[config.mk]
export PLATFORM = sky130hd
export DESIGN_NAME = video_sync_analyzer
export DESIGN_NICKNAME = d
export VERILOG_FILES = /design/src/rtl/video_sync_analyzer.sv
export SDC_FILE = /design/constraint.sdc
export NUM_CORES = 1
export LEC_CHECK = 0
export BUFFER_PORTS_ARGS = -buffer_cell sky130_fd_sc_hd__buf_4
export CORE_UTILIZATION = 30
export CTS_CLUSTER_DIAMETER = 200
export DETAILED_ROUTE_END_ITERATION = 10
export HOLD_SLACK_MARGIN = 0.08
export SETUP_SLACK_MARGIN = 0.5
export SYNTH_ARGS = -nofsm -noshare
export SYNTH_HDL_FRONTEND = slang
export SYNTH_SLANG_ARGS = --single-unit
[constraint.sdc]
create_clock -name clk -period 4.7 [get_ports clk]
set_clock_uncertainty 0.2 [all_clocks]
set_input_delay 1.175 -clock clk [delete_from_list [all_inputs] [get_ports clk]]
set_output_delay 1.175 -clock clk [all_outputs]
set_load 0.005 [all_outputs]
[src/rtl/video_sync_analyzer.sv]
`default_nettype none
// video_sync_analyzer: measures line/frame geometry, tracks lock and produces active-area x/y from pixel-rate sync.
// Optional per-frame CRC-16-CCITT over active video, enabled by defining VIDEO_SYNC_ANALYZER_CRC_EN.
module video_sync_analyzer #(
  parameter int HW          = 12,
  parameter int VW          = 11,
  parameter int LOCK_FRAMES = 2
) (
  input  logic          clk,
  input  logic          reset,
  input  logic          ce_pix,
  input  logic          HSync,
  input  logic          HBlank,
  input  logic          VSync,
  input  logic          VBlank,
  input  logic [7:0]    video,
  output logic [HW-1:0] h_total,
  output logic [HW-1:0] h_active,
  output logic [VW-1:0] v_total,
  output logic [VW-1:0] v_active,
  output logic          locked,
  output logic          de,
  output logic [HW-1:0] x,
  output logic [VW-1:0] y,
  output logic [15:0]   frame_cnt,
  output logic [15:0]   crc
);

  localparam logic [HW-1:0] HMAX   = '1;
  localparam logic [VW-1:0] VMAX   = '1;
  localparam logic [3:0]    LOCK_N = 4'(LOCK_FRAMES);

  typedef enum logic [1:0] {
    ST_UNLOCKED = 2'd0,
    ST_MEASURE  = 2'd1,
    ST_LOCKED   = 2'd2
  } state_t;

  state_t        state;
  logic          hs_prev, hb_prev, vs_prev;
  logic [HW-1:0] hcnt, hact;
  logic [VW-1:0] vcnt, vact;
  logic          line_seen, frame_seen;
  logic [HW-1:0] ref_h;
  logic [VW-1:0] ref_v;
  logic [2:0]    match_cnt;

  logic          hs_rise, hb_rise, vs_rise, de_now;
  logic          line_end, frame_end, geom_same, lose_lock;
  logic [HW-1:0] hcnt_inc, hact_inc, h_total_nxt, h_active_nxt;
  logic [VW-1:0] vcnt_inc, vact_inc, v_total_nxt, v_active_nxt;
  logic [3:0]    match_inc;

  always_comb begin
    hs_rise      = HSync & ~hs_prev;
    hb_rise      = HBlank & ~hb_prev;
    vs_rise      = VSync & ~vs_prev;
    de_now       = ~HBlank & ~VBlank;
    hcnt_inc     = (hcnt == HMAX) ? HMAX : hcnt + 1'b1;
    hact_inc     = (HBlank || hact == HMAX) ? hact : hact + 1'b1;
    line_end     = hs_rise & line_seen;
    h_total_nxt  = line_end ? hcnt_inc : h_total;
    h_active_nxt = line_end ? hact_inc : h_active;
    // A line closing on the same sample as VSync rise belongs to the frame being closed.
    vcnt_inc     = (hs_rise && vcnt != VMAX) ? vcnt + 1'b1 : vcnt;
    vact_inc     = (hs_rise && !VBlank && vact != VMAX) ? vact + 1'b1 : vact;
    frame_end    = vs_rise & frame_seen;
    v_total_nxt  = frame_end ? vcnt_inc : v_total;
    v_active_nxt = frame_end ? vact_inc : v_active;
    geom_same    = (h_total_nxt == ref_h) && (v_total_nxt == ref_v);
    match_inc    = {1'b0, match_cnt} + 4'd1;
    lose_lock    = (state == ST_LOCKED) &&
                   ((line_end && h_total_nxt != ref_h) ||
                    (frame_end && v_total_nxt != ref_v) ||
                    (!hs_rise && hcnt_inc == HMAX));
  end

  always_ff @(posedge clk) begin
    if (reset) begin
      // Previous samples start high so the first samples after reset never look like edges.
      hs_prev    <= 1'b1;
      hb_prev    <= 1'b1;
      vs_prev    <= 1'b1;
      hcnt       <= '0;
      hact       <= '0;
      vcnt       <= '0;
      vact       <= '0;
      line_seen  <= 1'b0;
      frame_seen <= 1'b0;
      h_total    <= '0;
      h_active   <= '0;
      v_total    <= '0;
      v_active   <= '0;
      frame_cnt  <= '0;
      de         <= 1'b0;
      x          <= '0;
      y          <= '0;
      state      <= ST_UNLOCKED;
      locked     <= 1'b0;
      ref_h      <= '0;
      ref_v      <= '0;
      match_cnt  <= '0;
    end else if (ce_pix) begin
      hs_prev  <= HSync;
      hb_prev  <= HBlank;
      vs_prev  <= VSync;
      hcnt     <= hs_rise ? '0 : hcnt_inc;
      hact     <= hs_rise ? '0 : hact_inc;
      vcnt     <= vs_rise ? '0 : vcnt_inc;
      vact     <= vs_rise ? '0 : vact_inc;
      h_total  <= h_total_nxt;
      h_active <= h_active_nxt;
      v_total  <= v_total_nxt;
      v_active <= v_active_nxt;
      if (frame_end)
        frame_cnt <= frame_cnt + 16'd1;
      line_seen  <= lose_lock ? 1'b0 : (line_seen | hs_rise);
      frame_seen <= lose_lock ? 1'b0 : (frame_seen | vs_rise);
      de <= de_now;

      if (hb_rise)
        x <= '0;
      else if (de_now && x != HMAX)
        x <= x + 1'b1;

      if (vs_rise)
        y <= '0;
      else if (hb_rise && !VBlank && y != VMAX)
        y <= y + 1'b1;

      case (state)
        ST_UNLOCKED: begin
          if (frame_end) begin
            ref_h     <= h_total_nxt;
            ref_v     <= v_total_nxt;
            match_cnt <= 3'd1;
            if (LOCK_N <= 4'd1) begin
              state  <= ST_LOCKED;
              locked <= 1'b1;
            end else begin
              state  <= ST_MEASURE;
            end
          end
        end
        ST_MEASURE: begin
          if (frame_end) begin
            if (geom_same) begin
              match_cnt <= match_inc[2:0];
              if (match_inc >= LOCK_N) begin
                state  <= ST_LOCKED;
                locked <= 1'b1;
              end
            end else begin
              ref_h     <= h_total_nxt;
              ref_v     <= v_total_nxt;
              match_cnt <= 3'd1;
            end
          end
        end
        ST_LOCKED: begin
          if (lose_lock) begin
            state     <= ST_UNLOCKED;
            locked    <= 1'b0;
            match_cnt <= '0;
          end
        end
        default: begin
          state  <= ST_UNLOCKED;
          locked <= 1'b0;
        end
      endcase
    end
  end

`ifdef VIDEO_SYNC_ANALYZER_CRC_EN
  logic [15:0] crc_acc, crc_acc_nxt;

  function automatic logic [15:0] crc_step(input logic [15:0] c, input logic [7:0] d);
    logic [15:0] r;
    r = c;
    for (int i = 7; i >= 0; i--) begin
      if (r[15] ^ d[i])
        r = {r[14:0], 1'b0} ^ 16'h1021;
      else
        r = {r[14:0], 1'b0};
    end
    return r;
  endfunction

  always_comb begin
    crc_acc_nxt = de_now ? crc_step(crc_acc, video) : crc_acc;
  end

  always_ff @(posedge clk) begin
    if (reset) begin
      crc_acc <= 16'hFFFF;
      crc     <= '0;
    end else if (ce_pix) begin
      if (vs_rise) begin
        if (frame_seen)
          crc <= crc_acc_nxt;
        crc_acc <= 16'hFFFF;
      end else begin
        crc_acc <= crc_acc_nxt;
      end
    end
  end
`else
  logic unused_video;
  assign unused_video = ^video;
  assign crc = '0;
`endif

endmodule
`default_nettype wire

==> results of run 1 <==
==> sequential cells by signal (all words and copies together), names as in the netlist <==
register    flops
h_total        12
h_active       12
locked          1
v_active       11
v_total        11
hb_prev         1
ref_v          11
y              11
x              12
hs_prev         1
match_cnt       3
frame_cnt      16
state           2
ref_h          12
line_seen       1
vs_prev         1
vcnt           11
vact           11
frame_seen      1
hcnt           12
hact           12
de              1
==> cell type report <==
| type | count | area, sq um | share of cell area, % |
|---|---|---|---|
| multi-input combinational | 835 | 5020 | 48.5 |
| sequential | 166 | 3320 | 32.1 |
| timing repair buffer | 114 | 868 | 8.39 |
| tap | 384 | 480 | 4.64 |
| clock buffer | 19 | 453 | 4.38 |
| clock inverter | 13 | 123 | 1.19 |
| inverter | 20 | 75.1 | 0.726 |
==> power groups by stage <==
stage / registers [W] / clock network [W] / logic (W)
after CTS: 0.00143 / 0.00142 / 0.000141
after floorplan: 0.00145 / 0 / 0.000107
final: 0.00143 / 0.00138 / 0.000140
after global routing: 0.00143 / 0.00147 / 0.000155
after detailed placement: 0.00146 / 0 / 0.000141
after global placement: 0.00146 / 0 / 0.000139
==> cells by family after synthesis <==
group | share of synthesized area, %
and+or+nand+nor | 25.7
AOI/OAI and AO/OA | 17.1
DFF | 37.8
buffers and inverters | 5.75
xor gates and xnor gates | 7.88
muxes | 3.77
adders and majority gates | 1.99
other | 0.0427
==> metal layers <==
layer  track usage, %  share of wire, %
met3             3.21               4.5
met2             23.8                46
met1             20.7                49
met4             4.13              0.85
met5                0                 0
==> Yosys cell counts (all sizes together) (4+ instances only) <==
| library cell | instances |
|---|---|
| a211o | 9 |
| buf | 38 |
| or4 | 4 |
| a311oi | 6 |
| o2111ai | 4 |
| nor2 | 205 |
| and3 | 21 |
| and4 | 13 |
| xor2 | 43 |
| ha | 14 |
| xnor2 | 36 |
| nand2 | 98 |
| a211oi | 35 |
| a22oi | 15 |
| nor3 | 31 |
| nand4 | 21 |
| dfxtp | 166 |
| or3 | 6 |
| a31oi | 11 |
| a21oi | 61 |
| nand3 | 30 |
| nand2b | 7 |
| clkbuf | 46 |
| inv | 20 |
| o31ai | 6 |
| nor4 | 4 |
| nor2b | 9 |
| o21ai | 47 |
| nand3b | 4 |
| and2 | 6 |
| mux2i | 32 |
==> worst paths after layout <==
path	start	to	slack [ns]	cells past startpoint
worst min register to register	h_total[11]	h_total[11]	0.28	2
worst max register to register	hcnt[0]	ref_v[4]	0.81	12
worst max-delay path	hcnt[0]	ref_v[4]	0.81	12
worst min-delay path	h_total[11]	h_total[11]	0.28	2
==> what timing repair did <==
| item | CTS | global route |
|---|---|---|
| gates resized for setup | 0 | 1 |
| buffers inserted | 0 | 0 |
| setup endpoints to repair | 0 | 8 |
==> metrics by stage <==
step	instances	utilization (%)	total power (W)	hold WS [ns]	cell area, sq um
finish	1551	35.9	0.00294	0.282	10300
global route	1551	35.9	0.00305	0.317	10300
global placement	1519	33.9	0.00160	0.269	9770
CTS	1551	35.9	0.00298	0.288	10300
floorplan	1105	-	0.00156	0.252	8840
detailed placement	1519	33.9	0.00160	0.279	9770
==> tightest hold or removal path: stages, from the launching register on <==
cell     delay [ns]
dfxtp_1        0.33
nand2_1        0.06
a21oi_1        0.05
==> summary.md, run 1 <==
| Metric | Value |
|---|---|
| Post-synth top area share | `37.8%` |
| CTS tree | `built` |
| Clk buf depth | `2` |
| CP max stage cell | `dfxtp_1` |
| PortBufs | `93` |
| PwrDens | `285 nW/um^2` |
| Filler cells | `2999` |
| EDFF count, synth | `0` |
| Setup CP Type | `flop to flop` |
| Htree depth | `4` |
| ANT nets after route | `0` |
| CP max stage delay | `0.54 ns` |
| Crit start category | `flop` |
| Max_slew headroom | `41.6%` |
| CP required | `4.80 ns` |
| Synth top area cells | `dfxtp_1 38%, nor2_1 8.8%, xor2_1 4.3%, nand2_1 4.1%, mux2i_1 3.6%` |
| Fin worst setup slack | `0.812 ns` |
| Largest net degree at the start of global routing | `78` |
| Seq cells post-synth | `166` |
| Post-synthesis sequential area ratio | `37.8%` |
| Comb power frac | `about 4.7%` |
| RSZ-0062 raised after global routing | `false` |
| Clock power share | `46.8%` |
| FFs w/ async S/R, synth | `0%` |
| Internal Pwr Total | `0.00222 W` |
| Count of warnings emitted by yosys | `0` |
| HP Class | `flop to flop` |
| Drt via density | `5.01` |
| Syn_area_per_cell | `8.06 sq um` |
| Worst-path maximum fanout | `17` |
| Setup TNS | `0 ns` |
| CP bufs+invs | `1` |
| Crit path arrival time | `3.98 ns` |
| Final min period | `a little under 4 ns` |
| Fmax | `0.257 GHz` |
| Most common cell after layout, fill and taps aside | `nor2_1` |
| DRT iter0 DRCs | `between 500 and 600` |
| Reg clk slew, reported paths | `0.07 ns` |
| Area growth, synth to finish | `17.7%` |
| Ys flop type | `dfxtp_1` |
| Most frequent cells in the layout | `203 x nor2_1, 166 x dfxtp_1, 113 x buf_4` |
| Max Slew Vio Count | `0` |
| Die span in y | `~170 microns` |
| Top cell type by total area after synthesis | `dfxtp_1` |
| Antenna cells | `0` |
| Number of global-route vias before repair | `7050` |
| DR vias | `7769` |
| P_sw | `0.000725 W` |
| Initial DRT Pass Iterations | `5` |
| CP delay by family, top | `simple AND/OR/NAND/NOR gates` |
| Area of the mapped netlist | `approximately 9000 sq um` |
| Synth cell types | `77` |
| Routed Wire Length | `~23000 microns` |
| Antenna violations before repair | `0` |
| Sw Share | `24.6%` |
| Dpl ws | `0.372 ns` |
| First-pass GRT wire length | `36600 microns` |
| Final hold violations | `0` |
| Syn Inst Count | `1090` |
| DRC viols | `0` |
| Initial Utilization | `a little under a third` |
| Total GRT Usage | `15.1%` |
| Per-cell routed wire length | `14.7 microns` |
| CTS Hold Bufs | `0` |
| Root buffer cell | `clkbuf_16` |
| Row count | `62` |
| Share of layout cells above drive strength 1 | `14.8%` |
| Crit share post-route | `82.7%` |
| Core ar. | `28800 sq um` |
| Grt ovf | `0` |
| Finish-stage setup viols | `0` |
| GPL Wtd Cong | `0.838` |
| IR drop worst, VDD | `205 uV` |
| Critical Path End Type | `flop` |
| Leak | `3.95 nW` |
| DP Wirelength | `16100 microns` |
| Status | `finished clean` |
| Die W | `173 microns` |
| Fin nets | `1183` |
| Die Footprint | `30000 sq um` |
| Num CTS Buffers | `17` |
| Worst-skew pair later-pin latency | `0.44 ns` |
| Register share of total power | `48.4%` |
| IO Pins | `118` |
| # clock sinks | `166` |
| Cells along the critical path | `ha_2 > and4_1 > nand3_2 > o32a_1 > a311oi_1 > o2111ai_1 > nor4b_4 > nand4_2 > nand2_2 > buf_4 > mux2i_1 > nor2_1` |
| Max_cap viols | `0` |
| Slew at the pin closest to its max-slew limit | `0.854 ns` |
Note: power is estimated with default switching activity, not from simulation.
==> run 2: changes to the inputs <==
clock period = 3.1 ns   (was 4.7 ns; I/O delays follow)
==> run 2 against run 1 <==
The flow now finishes with violations (setup timing). Worst hold slack better by 0.0050 ns. Die area is the same. Sequential power up 51%. Via count grew 7.0%. Critical path depth up 1.
==> summary.md, run 2 (same netlist as run 1, synthesis figures left out) <==
| Metric | Value |
|---|---|
| Max Slew Vio Count | `0` |
| Number of global-route vias before repair | `7817` |
| Reg2reg setup slack | `-0.15 ns` |
| DP Wirelength | `17400 microns` |
| Crit share post-route | `105%` |
| IO Pins | `118` |
| Max_cap viols | `0` |
| WL met3 | `about 850 microns` |
| Status | `finished, violations left` |
| DRC viols | `0` |
| Hold depth | `2` |
| Total GRT Usage | `16.7%` |
| Fin nets | `1317` |
| DR vias | `around 8300` |
| First-pass GRT wire length | `40700 microns` |
| Reg clk slew, reported paths | `0.07 ns` |
| CTS tree | `built` |
| Storage cell area | `approximately 3300 sq um` |
| # clock sinks | `approximately 170` |
| Antenna violations before repair | `0` |
| GPL Wtd Cong | `0.870` |
| Num CTS Buffers | `17` |
| Per-cell routed wire length | `14.6 microns` |
| Hold slack | `0.287 ns` |
| Initial Utilization | `between 30% and 40%` |
| HP Class | `flop to flop` |
| Final hold violations | `0` |
| Finish-stage setup viols | `27` |
| Die span in y | `173 microns` |
| ANT nets after route | `0` |
| Die Footprint | `~30000 sq um` |
| Failing checks | `setup timing` |
| Drt via density | `4.93` |
| Slew at the pin closest to its max-slew limit | `1.05 ns` |
| Crit path arrival time | `3.42 ns` |
| Critical Path End Type | `flop` |
| Grt ovf | `0` |
| PortBufs | `93` |
| Worst-path maximum fanout | `5` |
| DRT iter0 DRCs | `371` |
| DR top layer | `met4` |
| CTS Hold Bufs | `0` |
| Worst-skew pair later-pin latency | `0.45 ns` |
| Crit start category | `flop` |
| Root buffer cell | `clkbuf_16` |
| Routed Wire Length | `roughly 25000 microns` |
| Fin worst setup slack | `-0.151 ns` |
| CP required | `3.27 ns` |
| Max_slew headroom | `28.1%` |
| PnR Total Power | `0.00463 W` |
| Multi-input gate area | `5410 sq um` |
| Initial DRT Pass Iterations | `5` |
| Most common cell after layout, fill and taps aside | `buf_4` |
| WL met1 | `between 10000 and 15000 microns` |
| Htree depth | `4` |
| Filler cells | `about 2900` |
| IR drop worst, VDD | `between 300 and 400 uV` |
| Row count | `62` |
| Die W | `173 microns` |
| Setup CP Type | `flop to flop` |
| Area growth, synth to finish | `35.4%` |
| PwrDens | `389 nW/um^2` |
| Largest net degree at the start of global routing | `144` |
| Max reg flops | `16` |
| Leak | `around 4.7 nW` |
| Clk buf depth | `2` |
| Most frequent cells in the layout | `233 x buf_4, 199 x nor2_1, 154 x dfxtp_1` |
| Final min period | `3.25 ns` |
| Share of layout cells above drive strength 1 | `28.4%` |
| DR WL met2 | `11500 microns` |
| Core ar. | `28800 sq um` |
| Antenna cells | `0` |
| Worst r2r path cells | `13` |
| Most flops, register | `frame_cnt` |
| Fmax | `0.308 GHz` |
| RSZ-0062 raised after global routing | `true` |
run 2: cell count changes in the layout (fill, tap and decap cells not counted), moves of 5 or more:
cell | previous run | this run
buf_4 | 113 | 233
dfxtp_1 | 166 | 154
dfxtp_2 | 0 | 9
buf_6 | 0 | 8
nor3_1 | 30 | 23
a21oi_1 | 61 | 55
and3_1 | 20 | 14
and3_4 | 1 | 7
a21oi_2 | 0 | 5
buf_12 | 1 | 6
nor3_2 | 1 | 6
run 2: layer usage:
metal | up-vias | track usage (%)
li1 | 4196 | -
met2 | 154 | 27.0
met3 | 24 | 3.06
met4 | 0 | 4.79
met1 | 3937 | 22.5
met5 | - | 0
run 2: per-stage QoR:
stage / worst slack, ns / std cells / util, % / setup TNS (ns) / instance area [sq um]
global placement: -0.524 / 1632 / 37.4 / -13.12 / 10800
detailed placement: -0.551 / 1632 / 37.4 / -14.16 / 10800
floorplan: -0.0987 / 1105 / - / -0.725 / 8940
global route: -0.308 / 1685 / 41.3 / -6.69 / 11900
CTS: -0.145 / 1675 / 40.7 / -1.62 / 11700
finish: -0.151 / 1685 / 41.3 / -1.76 / 11900
run 2: final cells by class:
type | count | share of cell area, %
clock buffer | 18 | 3.69
clock inverter | 14 | 1.39
inverter | 20 | 0.631
multi-input combinational | 835 | 45.4
sequential | 166 | 28.1
tap | 384 | 4.04
timing repair buffer | 248 | 16.7
run 2: critical path: stages (launching register included):
cell	delay (ns)
dfxtp_4	0.39
ha_4	0.16
and3_4	0.23
a31oi_1	0.11
o31ai_1	0.33
buf_4	0.19
xnor2_1	0.11
nand2_1	0.12
nor4b_4	0.34
buf_4	0.18
nand4_4	0.12
buf_6	0.16
or4_1	0.39
a21oi_1	0.15
run 2: path summary, 6_finish.rpt:
kind                            startpoint           end
worst max-delay path               hcnt[1]  match_cnt[2]
worst min-delay path            h_total[6]    h_total[6]
worst max register to register     hcnt[1]  match_cnt[2]
worst min register to register  h_total[6]    h_total[6]
run 2: repair_timing:
action	4_1_cts	5_1_grt
endpoints found under the setup margin	32	40
gates resized for setup	61	25
cloned	1	0
pin swaps	36	19
buffers inserted	10	10
run 2: power by group:
part	internal (W)	leakage (nW)	switching (W)	total, W
combinational	0.000106	3.11	0.000166	0.000272
clock	0.00123	0.290	0.000970	0.00220
sequential	0.00214	1.34	0.0000139	0.00216
==> run 3: changes to the inputs <==
--- a/config.mk
+++ b/config.mk
@@ -11,5 +11,7 @@
 export DETAILED_ROUTE_END_ITERATION = 10
 export HOLD_SLACK_MARGIN = 0.08
+export PLACE_DENSITY = 0.56
 export SETUP_SLACK_MARGIN = 0.5
+export SLEW_MARGIN = 0
 export SYNTH_ARGS = -nofsm -noshare
 export SYNTH_HDL_FRONTEND = slang
==> constraint.sdc (replaced) <==
create_clock -name clk -period 3.1 [get_ports clk]
set_clock_uncertainty 0.2 [all_clocks]
set_input_delay 0.31 -clock clk [delete_from_list [all_inputs] [get_ports clk]]
set_output_delay 0.31 -clock clk [all_outputs]
set_load 0.005 [all_outputs]
==> run 3 against run 2 <==
The flow still finishes with violations (setup timing). Register-to-register slack about the same. Worst hold slack worse by 0.20 ns. Final area about the same. Utilization about the same. Combinational power up 3%. Fmax about the same. Final cell count down 0.24%. Wire length up 2.5%. Non-clock buffer count down 4. First-iteration DRC count up 46%. Sequential power about the same.
==> summary.md, run 3 (same netlist as run 1, synthesis figures left out) <==
| Metric | Value |
|---|---|
| ANT nets after route | `0` |
| Max reg flops | `16` |
| Fmax | `0.308 GHz` |
| Fin worst setup slack | `-0.151 ns` |
| Row count | `62` |
| Setup CP Type | `flop to flop` |
| Hold slack | `0.0842 ns` |
| Status | `finished, violations left` |
| DRT iter0 DRCs | `540` |
| Clk buf depth | `2` |
| CP required | `3.27 ns` |
| Area growth, synth to finish | `35.3%` |
| DRC viols | `0` |
| DR vias | `around 8300` |
| Largest net degree at the start of global routing | `a little under 50` |
| Crit share post-route | `105%` |
| Worst-path maximum fanout | `4` |
| GPL Wtd Cong | `0.911` |
| Htree depth | `4` |
| Setup TNS | `-0.847 ns` |
| Reg clk slew, reported paths | `0.07 ns` |
| HP Class | `input pin to flop` |
| Total GRT Usage | `16.8%` |
| Slew at the pin closest to its max-slew limit | `0.983 ns` |
| Final hold violations | `0` |
| First-pass GRT wire length | `approximately 41000 microns` |
| PortBufs | `93` |
| Leak | `4.67 nW` |
| Critical Path End Type | `flop` |
| Number of global-route vias before repair | `between 7000 and 8000` |
| Antenna violations before repair | `1` |
| Crit path arrival time | `3.42 ns` |
| Core ar. | `28800 sq um` |
| Most frequent cells in the layout | `227 x buf_4, 202 x nor2_1, 153 x dfxtp_1` |
| Worst-skew pair later-pin latency | `0.43 ns` |
| Share of layout cells above drive strength 1 | `between 20 and 30%` |
| Failing checks | `setup timing` |
| PwrDens | `380 nW/um^2` |
| Dpl ws | `-0.177 ns` |
| CTS tree | `built` |
| Most common cell after layout, fill and taps aside | `buf_4` |
| Final min period | `3.25 ns` |
| Crit start category | `flop` |
| Die Footprint | `30000 sq um` |
| Die W | `approximately 170 microns` |
| Max_cap viols | `0` |
| Routed Wire Length | `25300 microns` |
| Root buffer cell | `clkbuf_16` |
| Fin nets | `1313` |
| Max_slew headroom | `between 30% and 40%` |
| Most flops, register | `frame_cnt` |
| Drt via density | `4.96` |
| Die span in y | `173 microns` |
| Antenna cells | `0` |
| Per-cell routed wire length | `15.1 microns` |
| IO Pins | `118` |
| Initial DRT Pass Iterations | `5` |
| Initial Utilization | `30.5%` |
| PnR Total Power | `0.00452 W` |
| IR drop worst, VDD | `268 uV` |
| Max Slew Vio Count | `0` |
| RSZ-0062 raised after global routing | `true` |
| Finish-stage setup viols | `25` |
| # clock sinks | `166` |
| DP Wirelength | `17700 microns` |
| Grt ovf | `0` |
| Num CTS Buffers | `17` |
run 3: changes by cell type in the layout (fill, tap and decap cells not counted), sizes merged, moves of 2 or more:
| cell | delta |
|---|---|
| clkinvlp | +3 |
| dlygate4sd3 | +6 |
| clkbuf | +2 |
| buf | -10 |
| clkinv | -3 |
run 3: worst max-delay path, stage by stage (launching register included):
cell and delay [ns]:
dfxtp_1 0.43, nand4_4 0.16, or3_4 0.43, a21o_1 0.20, a311oi_2 0.24, o2111ai_2 0.20, nor4b_4 0.29, buf_6 0.16
a31oi_4 0.09, or4_1 0.49, nor2_1 0.13, o221a_1 0.19
run 3: through the flow:
| stage | cell area (sq um) | instances | utilization, % |
|---|---|---|---|
| after global routing | 11900 | 1681 | 41.3 |
| final | 11900 | 1681 | 41.3 |
| after global placement | 10600 | 1625 | 36.9 |
| after floorplan | 8910 | 1105 | - |
| after CTS | 11700 | 1675 | 40.6 |
| after detailed placement | 10600 | 1625 | 36.9 |
run 3: layout make-up:
| type | count | area, sq um |
|---|---|---|
| timing repair buffer | 244 | 1940 |
| tap | 384 | 480 |
| fill | 2847 | 16900 |
| clock inverter | 12 | 119 |
| sequential | 166 | 3340 |
| inverter | 20 | 75.1 |
| clock buffer | 20 | 447 |
| multi-input combinational | 835 | 5490 |
run 3: final timing paths:
kind | startpoint | endpoint | slack (ns) | depth (start not counted)
hold / removal | HBlank | de | 0.08 | 4
setup reg to reg | hcnt[3] | locked | -0.15 | 11
setup / recovery | hcnt[3] | locked | -0.15 | 11
hold reg to reg | h_total[11] | h_total[11] | 0.29 | 2
run 3: timing repair:
item | in CTS | in global routing
hold buffers | 6 | 0
cloned | 2 | 0
gates resized for setup | 63 | 42
buffers inserted | 10 | 6
pin swaps | 26 | 23
hold endpoints to repair | 16 | 0
setup endpoints to repair | 37 | 47
run 3: layer usage:
layer	global-route usage (%)	up-vias	share of wire [%]
li1	-	4192	-
met1	23.1	3942	50
met2	26.8	187	45
met3	3.28	22	4.1
met4	4.57	2	1.1
met5	0	-	0.036
run 3: power breakdown:
| part | switching [W] | internal [W] |
|---|---|---|
| clock | 0.000944 | 0.00114 |
| sequential | 0.0000132 | 0.00215 |
| combinational | 0.000174 | 0.000106 |
